**config.mk**
```make
export PLATFORM = sky130hd
export DESIGN_NAME = sha_msg_schedule
export DESIGN_NICKNAME = d
export VERILOG_FILES = /design/src/rtl/sha_msg_schedule.sv
export SDC_FILE = /design/constraint.sdc
export NUM_CORES = 2
export LEC_CHECK = 0
export BUFFER_PORTS_ARGS = -buffer_cell sky130_fd_sc_hd__buf_2
export CAP_MARGIN = 20
export CORE_ASPECT_RATIO = 1.75
export CORE_MARGIN = 2
export CORE_UTILIZATION = 52
export CTS_BUF_LIST = sky130_fd_sc_hd__clkbuf_4 sky130_fd_sc_hd__clkbuf_8
export DETAILED_ROUTE_END_ITERATION = 12
export PLACE_DENSITY = 0.77
export SETUP_SLACK_MARGIN = 0.05
export SLEW_MARGIN = 40
export SYNTH_ARGS = -nofsm -noshare
export SYNTH_HDL_FRONTEND = slang
export SYNTH_SLANG_ARGS = --single-unit
```
**constraint.sdc**
```tcl
create_clock -name clk -period 14.61 [get_ports clk]
set_clock_uncertainty 0.2 [all_clocks]
set_input_delay 0.7305 -clock clk [delete_from_list [all_inputs] [get_ports clk]]
set_output_delay 0.7305 -clock clk [all_outputs]
set_load 0.02 [all_outputs]
```
**src/rtl/sha_msg_schedule.sv**
```systemverilog
// sha_msg_schedule
//   SHA-256 message-schedule generator. Accepts one padded 512-bit block and
//   streams the schedule words W[0..ROUNDS-1], one per valid/ready transfer.
//   A 16-word sliding window feeds a single sigma/adder datapath. On each
//   transfer the window shifts down and the newly computed word enters at
//   the top. Because of this, words 0..15 leave the block unmodified.
//
// Parameters
//   ROUNDS    : words emitted per block (16..64)
//
// Ports
//   clk       : rising-edge clock
//   rst       : asynchronous active-high reset
//   block     : padded block, word 0 = block[511:480], word 15 = block[31:0]
//   in_valid  : block is valid
//   in_ready  : block accepted on in_valid && in_ready
//   w         : current schedule word (registered)
//   w_idx     : index t of w (registered)
//   w_valid   : w / w_idx valid (decoded from state)
//   w_ready   : consumer accepts on w_valid && w_ready
//   w_last    : high with w_valid when w_idx == ROUNDS-1
//
// Configuration
//   SHA_SCHED_B2B_EN : when defined, a new block may be accepted in the same
//                      cycle as the last-word transfer, so blocks stream with
//                      no idle bubble between them.

module sha_msg_schedule #(
  parameter int unsigned ROUNDS = 64
) (
  input  logic         clk,
  input  logic         rst,
  input  logic [511:0] block,
  input  logic         in_valid,
  output logic         in_ready,
  output logic [31:0]  w,
  output logic [5:0]   w_idx,
  output logic         w_valid,
  input  logic         w_ready,
  output logic         w_last
);

  localparam logic [5:0] LP_LAST = 6'(ROUNDS - 1);

  typedef enum logic {
    S_IDLE = 1'b0,
    S_RUN  = 1'b1
  } state_t;

  state_t      r_state;
  logic [31:0] r_win [16];
  logic [5:0]  r_t;

  logic        w_xfer;
  logic        w_accept;
  logic [31:0] w_next;

  function automatic logic [31:0] f_sigma0(input logic [31:0] x);
    return {x[6:0], x[31:7]} ^ {x[17:0], x[31:18]} ^ {3'b000, x[31:3]};
  endfunction

  function automatic logic [31:0] f_sigma1(input logic [31:0] x);
    return {x[16:0], x[31:17]} ^ {x[18:0], x[31:19]} ^ {10'b0, x[31:10]};
  endfunction

  // Next window entry; additions wrap modulo 2^32.
  always_comb begin
    w_next = f_sigma1(r_win[14]) + r_win[9] + f_sigma0(r_win[1]) + r_win[0];
  end

  assign w_xfer = (r_state == S_RUN) && w_ready;

`ifdef SHA_SCHED_B2B_EN
  // in_ready is decoded from state only; the accept itself additionally
  // requires the last word to actually transfer, so a stalled last word
  // never lets a new block overwrite the window.
  assign in_ready = (r_state == S_IDLE) || ((r_state == S_RUN) && (r_t == LP_LAST));
  assign w_accept = in_valid &&
                    ((r_state == S_IDLE) || ((r_state == S_RUN) && (r_t == LP_LAST) && w_ready));
`else
  assign in_ready = (r_state == S_IDLE);
  assign w_accept = in_valid && (r_state == S_IDLE);
`endif

  assign w       = r_win[0];
  assign w_idx   = r_t;
  assign w_valid = (r_state == S_RUN);
  assign w_last  = (r_state == S_RUN) && (r_t == LP_LAST);

  always_ff @(posedge clk or posedge rst) begin
    if (rst) begin
      r_state <= S_IDLE;
      r_t     <= '0;
      for (int unsigned i = 0; i < 16; i++) begin
        r_win[i] <= '0;
      end
    end else begin
      if (w_accept) begin
        // A load takes priority over the shift of a concurrent last-word transfer.
        for (int unsigned i = 0; i < 16; i++) begin
          r_win[i] <= block[511 - 32*i -: 32];
        end
        r_t     <= '0;
        r_state <= S_RUN;
      end else if (w_xfer) begin
        for (int unsigned i = 0; i < 15; i++) begin
          r_win[i] <= r_win[i+1];
        end
        r_win[15] <= w_next;
        if (r_t == LP_LAST) begin
          r_t     <= '0;
          r_state <= S_IDLE;
        end else begin
          r_t <= r_t + 6'd1;
        end
      end
    end
  end

endmodule

```
Word-level counts from Yosys, hierarchy flattened. Index checks and enable logic that the tools add are counted.

Add/subtract/negate cells: 4. Eq/ne operators: 1. Mux-type cells: 8. Bitwise operators: 5. Reductions and logical operators: 6.

Operators by type and width (count): two-way mux 512 bit (2); adder 32 bit (3); XOR 32 bit (2); XOR 32 x 22 -> 32 bit (1); XOR 32 x 29 -> 32 bit (1); two-way mux 6 bit (3); adder 6 x 1 -> 6 bit, second input constant (1); == test 6 bit, second input constant (1); nonzero test 2 bit (2); logical AND 1 bit (3); two-way mux 1 bit (3); AND reduction 2 bit (1); inverter 1 bit (1).

Register bits after elaboration: 519. Bits of input ports: 516. Output and inout bits: 41. Word-level logic and storage cells: 42.

Longest topological paths before layout.
Depth in word-level cells: 7. Depth in mapped cells: 17. Mapped depth without buffers: 16.

Worst setup path after synthesis. Ideal clock, no wire load.

Kind: flip-flop to flip-flop. Start: register r_win[61] in the netlist's numbering. End: register r_win[28] in the netlist's numbering. Data arrival time: 3.912 ns. Data required time: 14.333 ns. Setup slack: 10.421 ns. Stages on the path, launching flop included: 16. Buffers on the path: 1. Cells stage by stage: dfrtp_1 > clkbuf_1 > xor2_1 > xnor2_1 > fa_1 > fa_1 > inv_1 > ha_1 > and4_1 > nand4_1 > o211ai_2 > a31oi_2 > or4_4 > a21oi_2 > mux2_1 > a21oi_1.

Word-level cells in the longest chain between the ends: 7.

RTL lines: start: declaration (RTL line 51) `logic [31:0] r_win [16];`; start signal: indexed assignment (RTL line 101) `r_win[i] <= block[511 - 32*i -: 32];`; start signal: indexed assignment (RTL line 107) `r_win[i] <= r_win[i+1];`; XOR 32 bit (RTL line 63) `return {x[16:0], x[31:17]} ^ {x[18:0], x[31:19]} ^ {10'b0, x[31:10]};`; XOR 32 x 22 -> 32 bit (*) (RTL line 63); adder 32 bit (*) (3 in a row) (RTL line 68) `w_next = f_sigma1(r_win[14]) + r_win[9] + f_sigma0(r_win[1]) + r_win[0];`; two-way mux 512 bit (*) (RTL line 105) `end else if (w_xfer) begin`; two-way mux 512 bit (*) (RTL line 98) `if (w_accept) begin`.

Every way passes the cells marked *; elsewhere a longest branch is shown, timed or not. The select of a mux whose other input is x is not followed. A chain may end at the register's enable or synchronous reset.

Worst setup path after layout.
Start: register r_win[54] in the netlist's numbering. End: register r_win[28] in the netlist's numbering.

The elaborated chain is that of the path after synthesis.

==> run_results.csv <==
group,metric,value,unit
setup_path,cp_max_fo,7,
placed_design,place.gp.congestion,1.015,
final_layout,drive_gt1_share,19.24,%
floorplan,ios,557,
floorplan,die_w,178.0,microns
final_layout,layout.nets,4352,
floorplan,die_height,308.4,microns
synthesis,synth_nets,3995,
outcome,outcome,"complete, no violations",
floorplan,start_util,52.60,%
placed_design,preCtsSetupSlack,9.713,ns
synthesis,ys_async_sr_fraction,100.0,%
clocking,clkLatencyLatePin,0.68,ns
synthesis,netlist_instances,3385,
setup_path,timing.rr.start,"r_win[54]$_DFFE_PP0P_",
grt,grt_pass1_vias,24570,
min_path,min_path_cells,3,
placed_design,placed_area,30200,sq um
timing,min_period_over_period,32.52,%
setup_path,rr_worst_depth,15,
detailed_routing,wirelength,100500,microns
synthesis,synth_top_flop_cell,"dfrtp_1",
timing,worst_slack,9.859,ns
setup_path,worstSetupPathType,"reg -> reg",
detailed_routing,drt-wirelength-per-cell,22.39,microns
synthesis,ys_types,45,
setup_path,endpoint,"r_win[28]$_DFFE_PP0P_",
clocking,h-tree-depth,3,
synthesis,synth_top_cell_by_area,"dfrtp_1",
clocking,cts_buffers,77,
synthesis,synthesis.area,27540,sq um
grt,grtUsageTotal,36.27,%
timing,max-slew-margin-rel,40.44,%
synthesis,synth_commonest_cells,"nand2_1, nor2_1, dfrtp_1, a31oi_1, clkbuf_1",
clocking,clock_sinks,519,
synthesis,avgSynthCellArea,8.136,sq um
setup_path,critPathLaunchType,"flop",
detailed_routing,drtAntennaViolNets,0,
synthesis,synth_area_leaders,"dfrtp_1, nand2_1, a31oi_1",
detailed_routing,firstDrtPassIters,6,
timing,tightest_slew,0.8934,ns
floorplan,core,52360,sq um
final_layout,area_growth_syn_to_layout,16.27,%
detailed_routing,drtIter0Drc,2500,
setup_path,reg2reg_slack,9.86,ns
final_layout,fillers,4714,
synthesis,yosysSeqAreaShare,47.16,%
floorplan,row_count,111,
timing,finalSetupViolCount,0,
setup_path,cp.required,15.01,ns
placed_design,dp_hpwl,74730,microns
grt,grt_max_degree,219,
timing,fin_crit,4.751,ns
timing,setup_tns,0,ns
clocking,path_clk_slew,0.07,ns
final_layout,fin_area,32020,sq um
clocking,cts_root_buffer,"clkbuf_8",
timing,rsz0062_at_grt,"no",
synthesis,synth_edf_count,0,
grt,antenna_found_initial,15,
setup_path,setup.worst_path.start,"r_win[54]$_DFFE_PP0P_",
timing,timing.final.hold_violations,0,
setup_path,cp.arrival,5.15,ns
clocking,cts_tree,"built",
synthesis,yosysMostFrequentCell,"nand2_1",
clocking,clockBufferDepth,3,
detailed_routing,via_count,25530,
min_path,hp-class,"in -> reg",
run,drv_cap,0,
grt,grt_overflow,0,
placed_design,port_buffers,556,
synthesis,synth_top_area_share,47.16,%
timing,drv_slew,0,
floorplan,dieArea,54890,sq um
timing,fmax,0.2105,GHz
setup_path,timing.rr.end,"r_win[28]$_DFFE_PP0P_",
synthesis,synth_seq_cells,519,
synthesis,ys_warn_count,0,
grt,grt_pass1_wl,146700,microns
detailed_routing,via_per_inst,5.686,
detailed_routing,drc_errors,0,
setup_path,crit_path_end_kind,"flop",
[how the worst min path moves through the flow]
| stage | start | endpoint |
|---|---|---|
| finish | block[10] | r_win[10]$_DFFE_PP0P_ |
| detailed placement | r_win[15]$_DFFE_PP0P_ | r_win[15]$_DFFE_PP0P_ |
| global placement | r_win[18]$_DFFE_PP0P_ | r_win[18]$_DFFE_PP0P_ |
| global route | block[10] | r_win[10]$_DFFE_PP0P_ |
| floorplan | r_win[15]$_DFFE_PP0P_ | r_win[15]$_DFFE_PP0P_ |
| CTS | block[10] | r_win[10]$_DFFE_PP0P_ |
[sequential cells by signal, summed over array words and instances (netlist names)]
signal,count
w,32
w_idx,6
w_valid,1
r_win,480
[critical path: stages, from the launching register on]
cell,delay (ns)
dfrtp_1,0.53
xor2_1,0.24
xnor2_1,0.17
fa_1,0.48
fa_1,0.57
inv_1,0.07
ha_1,0.41
nand2_1,0.08
o21ai_0,0.30
o21ai_1,0.17
o211ai_2,0.12
a31oi_2,0.17
or4_4,0.53
a21oi_2,0.16
mux2_1,0.34
a21oi_1,0.15
[through the flow]
stage / hold WS [ns] / instances / utilization, %
after floorplan: 0.2727 / 3385 / -
after global placement: 0.2916 / 4335 / 57.53
after detailed placement: 0.3057 / 4336 / 57.67
after CTS: 0.02768 / 4473 / 60.88
after global routing: 0.1020 / 4486 / 61.14
final: 0.08308 / 4490 / 61.16
[area by class of cell]
type / instances / area [sq um] / area share (%)
sequential: 519 / 12990 / 40.56
multi-input combinational: 2434 / 12840 / 40.09
inverter: 123 / 465.4 / 1.454
tap: 678 / 848.3 / 2.649
clock buffer: 126 / 1565 / 4.888
clock inverter: 10 / 105.1 / 0.3282
antenna: 13 / 32.53 / 0.1016
timing repair buffer: 587 / 3181 / 9.933
[repair_timing]
item | CTS | global route
resized for setup | 0 | 0
setup buffers | 0 | 0
hold buffers | 1 | 0
endpoints found under the hold margin | 33 | 0
[kinds of logic after synthesis]
kind of cell    after synthesis  synth area share [%]
simple gates               1569                 21.80
compound gates              621                 13.96
buf+inv                     432                 6.324
flops                       519                 47.16
fa+ha+maj                    94                 5.961
xor+xnor                    147                 4.675
mux                           3                0.1181
[layout by cell type, fill, tap and decap left out, drive strengths merged, types with 6 or more instances in the layout]
cell type / instances
dfrtp: 519
buf: 586
a21o: 12
diode: 13
a31oi: 489
fa: 62
nor2: 520
clkbuf: 126
inv: 126
xor2: 62
nand4: 6
ha: 32
o22ai: 12
a21oi: 60
o21ai: 27
nand2: 1004
xnor2: 85
nand3: 9
[routing by layer]
metal	track usage (%)	share of wire (%)
met4	26.92	8.5
met3	7.175	7.6
met2	58.88	48
met1	42.28	36
met5	0	0.069
Power is left out: the tool's default activity adds up to more than one toggle a clock period on the data nets, which glitch-free logic cannot reach.
